--- src/rtl/lstm_pkg.sv ---
// Shared types and constants for the multi-unit LSTM cell sequencer.
// Holds the FSM state enum, the gate-index and activation-mode enums, and the DW saturation helper.
package lstm_pkg;

    localparam int DW_DEF = 16;
    localparam int FW_DEF = 12;
    localparam int ONE_Q  = 1 << FW_DEF;
    localparam int HALF_Q = ONE_Q / 2;

    typedef enum logic [2:0] {
        IDLE,
        G_F,
        G_I,
        G_G,
        G_O,
        C_UPD,
        H_UPD,
        H_OUT
    } lstm_st_t;

    typedef enum logic [1:0] {
        GATE_F,
        GATE_I,
        GATE_G,
        GATE_O
    } gate_t;

    typedef enum logic {
        ACT_SIG,
        ACT_TANH
    } act_mode_t;

    // Clamp a wide signed value into the signed range of a dw-bit word.
    function automatic logic signed [63:0] sat_dw(input logic signed [63:0] v, input int unsigned dw);
        logic signed [63:0] max_v;
        logic signed [63:0] min_v;
        max_v = (64'sd1 <<< (dw - 1)) - 64'sd1;
        min_v = -max_v - 64'sd1;
        if (v > max_v) begin
            return max_v;
        end
        if (v < min_v) begin
            return min_v;
        end
        return v;
    endfunction

endpackage

--- src/rtl/lstm_cell_seq_if.sv ---
// Pre-activation input stream and hidden-output stream of the LSTM cell sequencer.
// The master side is the MAC array / consumer environment; the slave side is the sequencer.
interface lstm_cell_seq_if
    import lstm_pkg::*;
#(
    parameter int DW = DW_DEF,
    parameter int IW = 2
);

    logic                 pre_valid;
    logic                 pre_ready;
    logic signed [DW-1:0] pre_data;
    logic                 h_valid;
    logic                 h_ready;
    logic signed [DW-1:0] h_data;
    logic [IW-1:0]        h_idx;

    modport master (
        output pre_valid, pre_data, h_ready,
        input  pre_ready, h_valid, h_data, h_idx
    );

    modport slave (
        input  pre_valid, pre_data, h_ready,
        output pre_ready, h_valid, h_data, h_idx
    );

endinterface

--- src/rtl/lstm_act_pwl.sv ---
// Piecewise-linear activations: hard sigmoid clamp((x>>>2)+0.5, 0, 1) or hard tanh clamp(x, -1, 1).
// Purely combinational; the internal word is two bits wider so the offset add cannot wrap.
module lstm_act_pwl
    import lstm_pkg::*;
#(
    parameter int DW = DW_DEF,
    parameter int FW = FW_DEF
) (
    input  act_mode_t            mode,
    input  logic signed [DW-1:0] x,
    output logic signed [DW-1:0] y
);

    localparam logic signed [DW+1:0] ONE_W  = (DW+2)'(1 << FW);
    localparam logic signed [DW+1:0] HALF_W = (DW+2)'(1 << (FW - 1));

    logic signed [DW+1:0] xe;
    logic signed [DW+1:0] t;
    logic signed [DW+1:0] lo;
    logic signed [DW+1:0] r;

    always_comb begin
        xe = (DW+2)'(x);
        t  = xe;
        lo = -ONE_W;
        if (mode == ACT_SIG) begin
            t  = (xe >>> 2) + HALF_W;
            lo = '0;
        end
        if (t < lo) begin
            r = lo;
        end else if (t > ONE_W) begin
            r = ONE_W;
        end else begin
            r = t;
        end
        y = DW'(r);
    end

endmodule

--- src/rtl/lstm_cell_seq.sv ---
// Multi-unit LSTM cell sequencer: captures F/I/G/O per unit, updates the internal c file, emits h per unit.
// Optional macro CELL_CLIP_EN adds a symmetric cell-state clamp and a sticky clip_flag output.
module lstm_cell_seq
    import lstm_pkg::*;
#(
    parameter int DW    = DW_DEF,
    parameter int FW    = FW_DEF,
    parameter int N_HID = 4
`ifdef CELL_CLIP_EN
    ,
    parameter int CELL_CLIP = 3 * (1 << FW)
`endif
) (
    input  logic              clk,
    input  logic              rst,
    input  logic              start,
    input  logic              clr_state,
    lstm_cell_seq_if.slave    io,
    output logic              busy,
    output logic              done
`ifdef CELL_CLIP_EN
    ,
    output logic              clip_flag
`endif
);

    localparam int IW = (N_HID > 1) ? $clog2(N_HID) : 1;

    lstm_st_t state_q;
    lstm_st_t state_d;
    gate_t    cur_gate;

    logic [IW-1:0]        u_q;
    logic signed [DW-1:0] f_q;
    logic signed [DW-1:0] i_q;
    logic signed [DW-1:0] g_q;
    logic signed [DW-1:0] o_q;
    logic signed [DW-1:0] c_mem [N_HID];

    logic                 pre_ready_c;
    logic                 pre_hs;
    logic                 last_unit;
    act_mode_t            gate_mode;
    logic signed [DW-1:0] gate_act;
    logic signed [DW-1:0] c_cur;
    logic signed [DW-1:0] c_tanh;

    logic signed [2*DW-1:0] fc_prod;
    logic signed [2*DW-1:0] ig_prod;
    logic signed [2*DW-1:0] oh_prod;
    logic signed [63:0]     c_sum;
    logic signed [63:0]     c_sat;
    logic signed [63:0]     c_lim;
    logic signed [63:0]     h_sat;
    logic signed [DW-1:0]   c_new;
    logic signed [DW-1:0]   h_new;
    logic                   clip_hit;

    assign io.pre_ready = pre_ready_c;
    assign pre_hs       = io.pre_valid & pre_ready_c;
    assign last_unit    = (u_q == IW'(N_HID - 1));
    assign c_cur        = c_mem[u_q];

    always_ff @(posedge clk) begin
        if (rst) begin
            state_q <= IDLE;
        end else begin
            state_q <= state_d;
        end
    end

    always_comb begin
        state_d     = state_q;
        pre_ready_c = 1'b0;
        busy        = (state_q != IDLE);
        cur_gate    = GATE_F;
        gate_mode   = ACT_SIG;
        unique case (state_q)
            IDLE: begin
                if (start) state_d = G_F;
            end
            G_F: begin
                pre_ready_c = 1'b1;
                if (pre_hs) state_d = G_I;
            end
            G_I: begin
                pre_ready_c = 1'b1;
                cur_gate    = GATE_I;
                if (pre_hs) state_d = G_G;
            end
            G_G: begin
                pre_ready_c = 1'b1;
                cur_gate    = GATE_G;
                gate_mode   = ACT_TANH;
                if (pre_hs) state_d = G_O;
            end
            G_O: begin
                pre_ready_c = 1'b1;
                cur_gate    = GATE_O;
                if (pre_hs) state_d = C_UPD;
            end
            C_UPD: state_d = H_UPD;
            H_UPD: state_d = H_OUT;
            H_OUT: begin
                if (io.h_ready) state_d = last_unit ? IDLE : G_F;
            end
            default: state_d = IDLE;
        endcase
    end

    lstm_act_pwl #(.DW(DW), .FW(FW)) u_gate_act (
        .mode (gate_mode),
        .x    (io.pre_data),
        .y    (gate_act)
    );

    lstm_act_pwl #(.DW(DW), .FW(FW)) u_cell_act (
        .mode (ACT_TANH),
        .x    (c_cur),
        .y    (c_tanh)
    );

    // Full-width products, floor shift back to Q(FW), then saturate (and optionally clip) to DW.
    always_comb begin
        fc_prod  = f_q * c_cur;
        ig_prod  = i_q * g_q;
        c_sum    = 64'(fc_prod >>> FW) + 64'(ig_prod >>> FW);
        c_sat    = sat_dw(c_sum, DW);
        c_lim    = c_sat;
        clip_hit = 1'b0;
`ifdef CELL_CLIP_EN
        if (c_sat > 64'(CELL_CLIP)) begin
            c_lim    = 64'(CELL_CLIP);
            clip_hit = 1'b1;
        end else if (c_sat < -64'(CELL_CLIP)) begin
            c_lim    = -64'(CELL_CLIP);
            clip_hit = 1'b1;
        end
`endif
        c_new   = DW'(c_lim);
        oh_prod = o_q * c_tanh;
        h_sat   = sat_dw(64'(oh_prod >>> FW), DW);
        h_new   = DW'(h_sat);
    end

    always_ff @(posedge clk) begin
        if (rst) begin
            u_q        <= '0;
            f_q        <= '0;
            i_q        <= '0;
            g_q        <= '0;
            o_q        <= '0;
            io.h_valid <= 1'b0;
            io.h_data  <= '0;
            io.h_idx   <= '0;
            done       <= 1'b0;
            for (int k = 0; k < N_HID; k++) c_mem[k] <= '0;
        end else begin
            done <= 1'b0;
            unique case (state_q)
                IDLE: begin
                    if (clr_state) begin
                        for (int k = 0; k < N_HID; k++) c_mem[k] <= '0;
                    end
                    if (start) u_q <= '0;
                end
                G_F, G_I, G_G, G_O: begin
                    if (pre_hs) begin
                        unique case (cur_gate)
                            GATE_F: f_q <= gate_act;
                            GATE_I: i_q <= gate_act;
                            GATE_G: g_q <= gate_act;
                            GATE_O: o_q <= gate_act;
                            default: ;
                        endcase
                    end
                end
                C_UPD: c_mem[u_q] <= c_new;
                H_UPD: begin
                    io.h_data  <= h_new;
                    io.h_idx   <= u_q;
                    io.h_valid <= 1'b1;
                end
                H_OUT: begin
                    if (io.h_ready) begin
                        io.h_valid <= 1'b0;
                        if (last_unit) begin
                            done <= 1'b1;
                            u_q  <= '0;
                        end else begin
                            u_q <= u_q + 1'b1;
                        end
                    end
                end
                default: ;
            endcase
        end
    end

`ifdef CELL_CLIP_EN
    // Sticky until an explicit clear; only an update that actually clamps sets it.
    always_ff @(posedge clk) begin
        if (rst) begin
            clip_flag <= 1'b0;
        end else if (state_q == IDLE && clr_state) begin
            clip_flag <= 1'b0;
        end else if (state_q == C_UPD && clip_hit) begin
            clip_flag <= 1'b1;
        end
    end
`else
    logic unused_clip;
    assign unused_clip = clip_hit;
`endif

endmodule

--- src/flat_wrapper.sv ---
// flat-port wrapper written by rule: the top's interface ports become plain ports
module lstm_cell_seq_flat import lstm_pkg::*;
#(
    parameter int DW    = DW_DEF,
    parameter int FW    = FW_DEF,
    parameter int N_HID = 4

)
  (clk, rst, start, clr_state, busy, done, io_pre_valid, io_pre_data, io_h_ready, io_pre_ready, io_h_valid, io_h_data, io_h_idx);
  lstm_cell_seq_if #(.DW(DW), .IW(2)) io_i ();
  input  logic clk;
  input  logic rst;
  input  logic start;
  input  logic clr_state;
  output logic busy;
  output logic done;
  input wire logic [$bits(io_i.pre_valid)-1:0] io_pre_valid;
  input wire logic [$bits(io_i.pre_data)-1:0] io_pre_data;
  input wire logic [$bits(io_i.h_ready)-1:0] io_h_ready;
  output wire logic [$bits(io_i.pre_ready)-1:0] io_pre_ready;
  output wire logic [$bits(io_i.h_valid)-1:0] io_h_valid;
  output wire logic [$bits(io_i.h_data)-1:0] io_h_data;
  output wire logic [$bits(io_i.h_idx)-1:0] io_h_idx;
  assign io_i.pre_valid = io_pre_valid;
  assign io_i.pre_data = io_pre_data;
  assign io_i.h_ready = io_h_ready;
  assign io_pre_ready = io_i.pre_ready;
  assign io_h_valid = io_i.h_valid;
  assign io_h_data = io_i.h_data;
  assign io_h_idx = io_i.h_idx;
  lstm_cell_seq #(.DW(DW), .FW(FW), .N_HID(N_HID)) u_core (.clk(clk), .rst(rst), .start(start), .clr_state(clr_state), .io(io_i), .busy(busy), .done(done));
endmodule
--- config.mk ---
export PLATFORM = sky130hd
export DESIGN_NAME = lstm_cell_seq_flat
export DESIGN_NICKNAME = d
export VERILOG_FILES = /design/src/rtl/lstm_pkg.sv /design/src/rtl/lstm_cell_seq_if.sv /design/src/rtl/lstm_act_pwl.sv /design/src/rtl/lstm_cell_seq.sv /design/src/flat_wrapper.sv
export SDC_FILE = /design/constraint.sdc
export NUM_CORES = 2
export LEC_CHECK = 0
export ABC_AREA = 1
export ABC_CLOCK_PERIOD_IN_PS = 19900
export CAP_MARGIN = 5
export CORE_MARGIN = 2
export CORE_UTILIZATION = 25
export DETAILED_ROUTE_END_ITERATION = 10
export GPL_ROUTABILITY_DRIVEN = 1
export MAX_ROUTING_LAYER = met4
export SYNTH_ARGS = -nofsm -noshare
export SYNTH_HDL_FRONTEND = slang
export SYNTH_SLANG_ARGS = --single-unit
--- constraint.sdc ---
create_clock -name clk -period 19.9 [get_ports clk]
set_input_delay 5.97 -clock clk [delete_from_list [all_inputs] [get_ports clk]]
set_output_delay 5.97 -clock clk [all_outputs]
set_load 0.005 [all_outputs]
==> results.tsv <==
stage	metric	value	unit
run_status	status	completed	
clock_network	cts_tree	yes	
clock_network	htree_levels	4	
synth	syn_inst	4466	
clock_network	clockRootBuffer	clkbuf_16	
floorplanning	die_w	387	um
drt	wire_per_inst	16.0	um
worst_setup_path	crit_path_end	u_core.io.h_data[2]	
worst_setup_path	critical_path_class	flop to flop	
final_layout	n_fill_cell	15737	
synth	synthArstFlopShare	0	
global_routing	busiest_layer	met2	
clock_network	cts_made_buffers	17	
pwr	leakage	19.6	nW
floorplanning	coreArea	146000	um^2
clock_network	cts_resized	0	
synth	synth_area_per_cell	8.22	um^2
floorplanning	ios	44	
final_layout	layout-drive-gt1-share	0.0324	
global_routing	grt_usage	0.143	
synth	synth_top_area_share	0.428	
synth	synth-main-ff-cell	dfxtp_1	
drt	dr.pass1.iters	5	
final_layout	seqCellArea	3740	um^2
worst_setup_path	path_depth	34	
global_routing	grt_max_degree	62	
synth	synth-simple-area-share	0.152	
synth	syn-cell-area	36700	um^2
drt	drtAntennaViolNets	0	
clock_network	numClockSinks	155	
clock_network	clockBufferDepth	2	
global_routing	groute.layer.met3.usage	0.0225	
drt	wl	101000	um
sta	finalCritPeriodShare	0.512	
worst_setup_path	crit_family	simple AND/OR/NAND/NOR gates	
sta	finalMaxSlewViolations	0	
worst_setup_path	r2r_end	u_core.io.h_data[2]	
synth	yosysUniqueCellTypes	50	
final_layout	multi_input_area	27900	um^2
worst_setup_path	critPathMaxStageDelay	840	ps
worst_setup_path	required	20270	ps
synth	synth-compound-area-share	0.0649	
global_routing	grt_pass1_vias	30324	
worst_setup_path	cp-start-kind	flop	
clock_network	holdBufCountCts	0	
synth	ys_seq_area_frac	0.102	
global_routing	grt_first_pass_wirelength	166000	um
global_routing	grt_use_met1	0.188	
pwr	swShare	0.612	
placement	post-dp-hpwl	83800	um
placement	place_congestion	0.940	
placement	portBuffers	43	
worst_setup_path	crit_arrival	10550	ps
floorplanning	initial_core_util	0.252	
sta	clock.fmax	98.2	MHz
global_routing	grt_use_met2	0.229	
clock_network	clkLatencyLatePin	500	ps
final_layout	antennaDiodeCount	0	
sta	tns	0	ps
sta	fin_ws	9720	ps
final_layout	final_util	0.273	
sta	slew_headroom	0.310	
synth	synth_seq_cells	155	
worst_setup_path	end_kind	flop	
synth	synth_xor_area_frac	0.0239	
synth	synth-edff-count	64	
pwr	p_int	0.00194	W
pwr	pwr-share-comb	0.833	
pwr	net-switching-power	0.00307	W
sta	setup_violations	0	
global_routing	grt.overflow.total	0	
synth	synth_top_family_by_area	adder cells	
synth	syn-num-nets	5539	
drt	viasPerCell	4.48	
final_layout	area_growth	8.22	%
sta	min_period	10180	ps
sta	finClkSkew	18.3	ps
synth	synth_top_area_cell	fa_1	
synth	yosys-mux-area-fraction	0.000273	
worst_setup_path	reg2reg_depth	34	
pwr	ir_drop	0.136	mV
drt	vias	28349	
worst_setup_path	r2r_slack	9720	ps
synth	synth-adder-area-share	0.519	
pwr	power.density	126	nW/um^2
sta	finalHoldViolations	0	
drt	drc_errors	0	
drt	drt_iter0_drc	1920	
pwr	clock_power_share	0.067	
clock_network	clk_pin_slew_worst_paths	70	ps
synth	synth_warnings	0	
final_layout	nNetsFinal	5474	
worst_setup_path	cp_max_fo	17	
placement	pre_cts_ws	9840	ps
worst_setup_path	crit_buf_inv	9	
sta	tightest_slew	1030	ps
pwr	pwr-share-seq	0.099	
flow_run	drv_cap	0	
clock_network	post-cts-setup-buffers	0	
hold_path	hold_class	flop to flop	
worst_setup_path	crit_slowest_cell	dfxtp_1	
floorplanning	rows	140	
floorplanning	die_h	387	um
synth	synth_area_leaders	fa_1, inv_1, ha_1, nand2_1, edfxtp_1	
sta	rsz0062_at_grt	false	
global_routing	antenna_found_initial	1	
floorplanning	die-area	150000	um^2
area by class of cell:
cell class | instances | share of cell area
flip-flops and latches | 155 | 0.0942
multi-input cells | 2987 | 0.703
clock buffers | 17 | 0.0107
repair buffers | 82 | 0.0182
clock inverters | 15 | 0.00413
inverters | 1158 | 0.110
well taps | 1917 | 0.0604
cells by family (layout without fill, tap and decap cells):
family | count (synthesis) | after routing
AND/OR/NAND/NOR | 1395 | 1395
AO/OA/AOI/OAI | 440 | 440
XOR/XNOR | 100 | 100
flip-flops | 155 | 155
adder cells (fa/ha/maj) | 1051 | 1051
multiplexers | 1 | 1
buffers and inverters | 1324 | 1272
flip-flops by register name (all words and copies together), names as in the netlist, named ones only:
| register | count |
|---|---|
| u_core.i_q | 16 |
| u_core.c_mem | 64 |
| u_core.done | 1 |
| u_core.io.h_idx | 2 |
| u_core.state_q | 3 |
| u_core.o_q | 16 |
| u_core.io.h_data | 16 |
| u_core.io.h_valid | 1 |
| u_core.u_q | 2 |
| u_core.g_q | 16 |
| u_core.f_q | 16 |
worst min path at each step:
stage | start | endpoint | slack (ps) | cells past startpoint
after floorplan | u_core.io.h_valid | u_core.io.h_valid | 460 | 2
after global placement | u_core.io.h_valid | u_core.io.h_valid | 500 | 2
after detailed placement | u_core.io.h_valid | u_core.io.h_valid | 500 | 2
after CTS | u_core.io.h_valid | u_core.io.h_valid | 520 | 2
after global routing | u_core.io.h_valid | u_core.io.h_valid | 540 | 2
final | u_core.io.h_valid | u_core.io.h_valid | 520 | 2
cells in the final DEF (no fill, tap or decap), types with 64 or more instances in the layout:
cell type  synthesis  layout
nand3_1           74      74
nand2_1          847     847
o21ai_0          138     138
fa_1             784     784
inv_1           1138    1137
ha_1             267     267
nor2_1           369     369
xor2_1            64      64
a21oi_1          241     241
edfxtp_1          64      64
dfxtp_1           91      91
worst register-to-register path: cells and delay by family, from the launching register on:
| family | cells | cell delay (ps) |
|---|---|---|
| and+or+nand+nor | 17 | 3650 |
| adders and majority gates | 7 | 3630 |
| buffers and inverters | 9 | 1790 |
| DFF | 1 | 840 |
| AOI/OAI and AO/OA | 1 | 140 |
synthesized netlist by cell type, types with 3 or more instances:
cell / count
o31ai_1: 3
nand2_2: 28
buf_2: 9
buf_1: 14
edfxtp_1: 64
nand3_1: 74
buf_6: 7
or2_2: 9
nand4_1: 15
nor3_1: 27
and2_1: 3
clkinv_1: 13
o21a_1: 9
dfxtp_1: 91
a21oi_2: 10
fa_1: 784
xor2_1: 64
a211oi_1: 6
o21ai_0: 138
xnor2_1: 36
nand3_2: 4
nand2_1: 847
ha_1: 267
nand3b_1: 5
o221a_2: 3
inv_1: 1138
clkbuf_1: 132
o221ai_1: 3
buf_4: 3
o211ai_1: 8
inv_2: 5
o21bai_1: 6
nor4_1: 9
a21oi_1: 241
nor2_1: 369
per-layer routing:
| metal | part of all wire | wire, um |
|---|---|---|
| met5 | 0 | 0 |
| met4 | 0.026 | 2600 |
| met3 | 0.066 | 6660 |
| met2 | 0.46 | 46600 |
| met1 | 0.45 | 45300 |
power groups by stage:
stage / logic [W] / clock network (W) / registers, W
finish: 0.00417 / 0.000337 / 0.000497
global route: 0.00468 / 0.000354 / 0.000502
CTS: 0.00417 / 0.000344 / 0.000492
detailed placement: 0.00414 / 0 / 0.000499
global placement: 0.00409 / 0 / 0.000498
floorplan: 0.00298 / 0 / 0.000422
stage by stage:
| stage | power [W] | hold slack [ps] | instance area, um^2 | cells |
|---|---|---|---|---|
| after CTS | 0.00500 | 517 | 39700 | 6331 |
| final | 0.00501 | 525 | 39700 | 6331 |
| after global routing | 0.00554 | 539 | 39700 | 6331 |
| after global placement | 0.00459 | 496 | 39100 | 6299 |
| after floorplan | 0.00340 | 455 | 36700 | 4466 |
| after detailed placement | 0.00464 | 502 | 39100 | 6299 |
No activity file was read; power rests on OpenSTA's default activity.
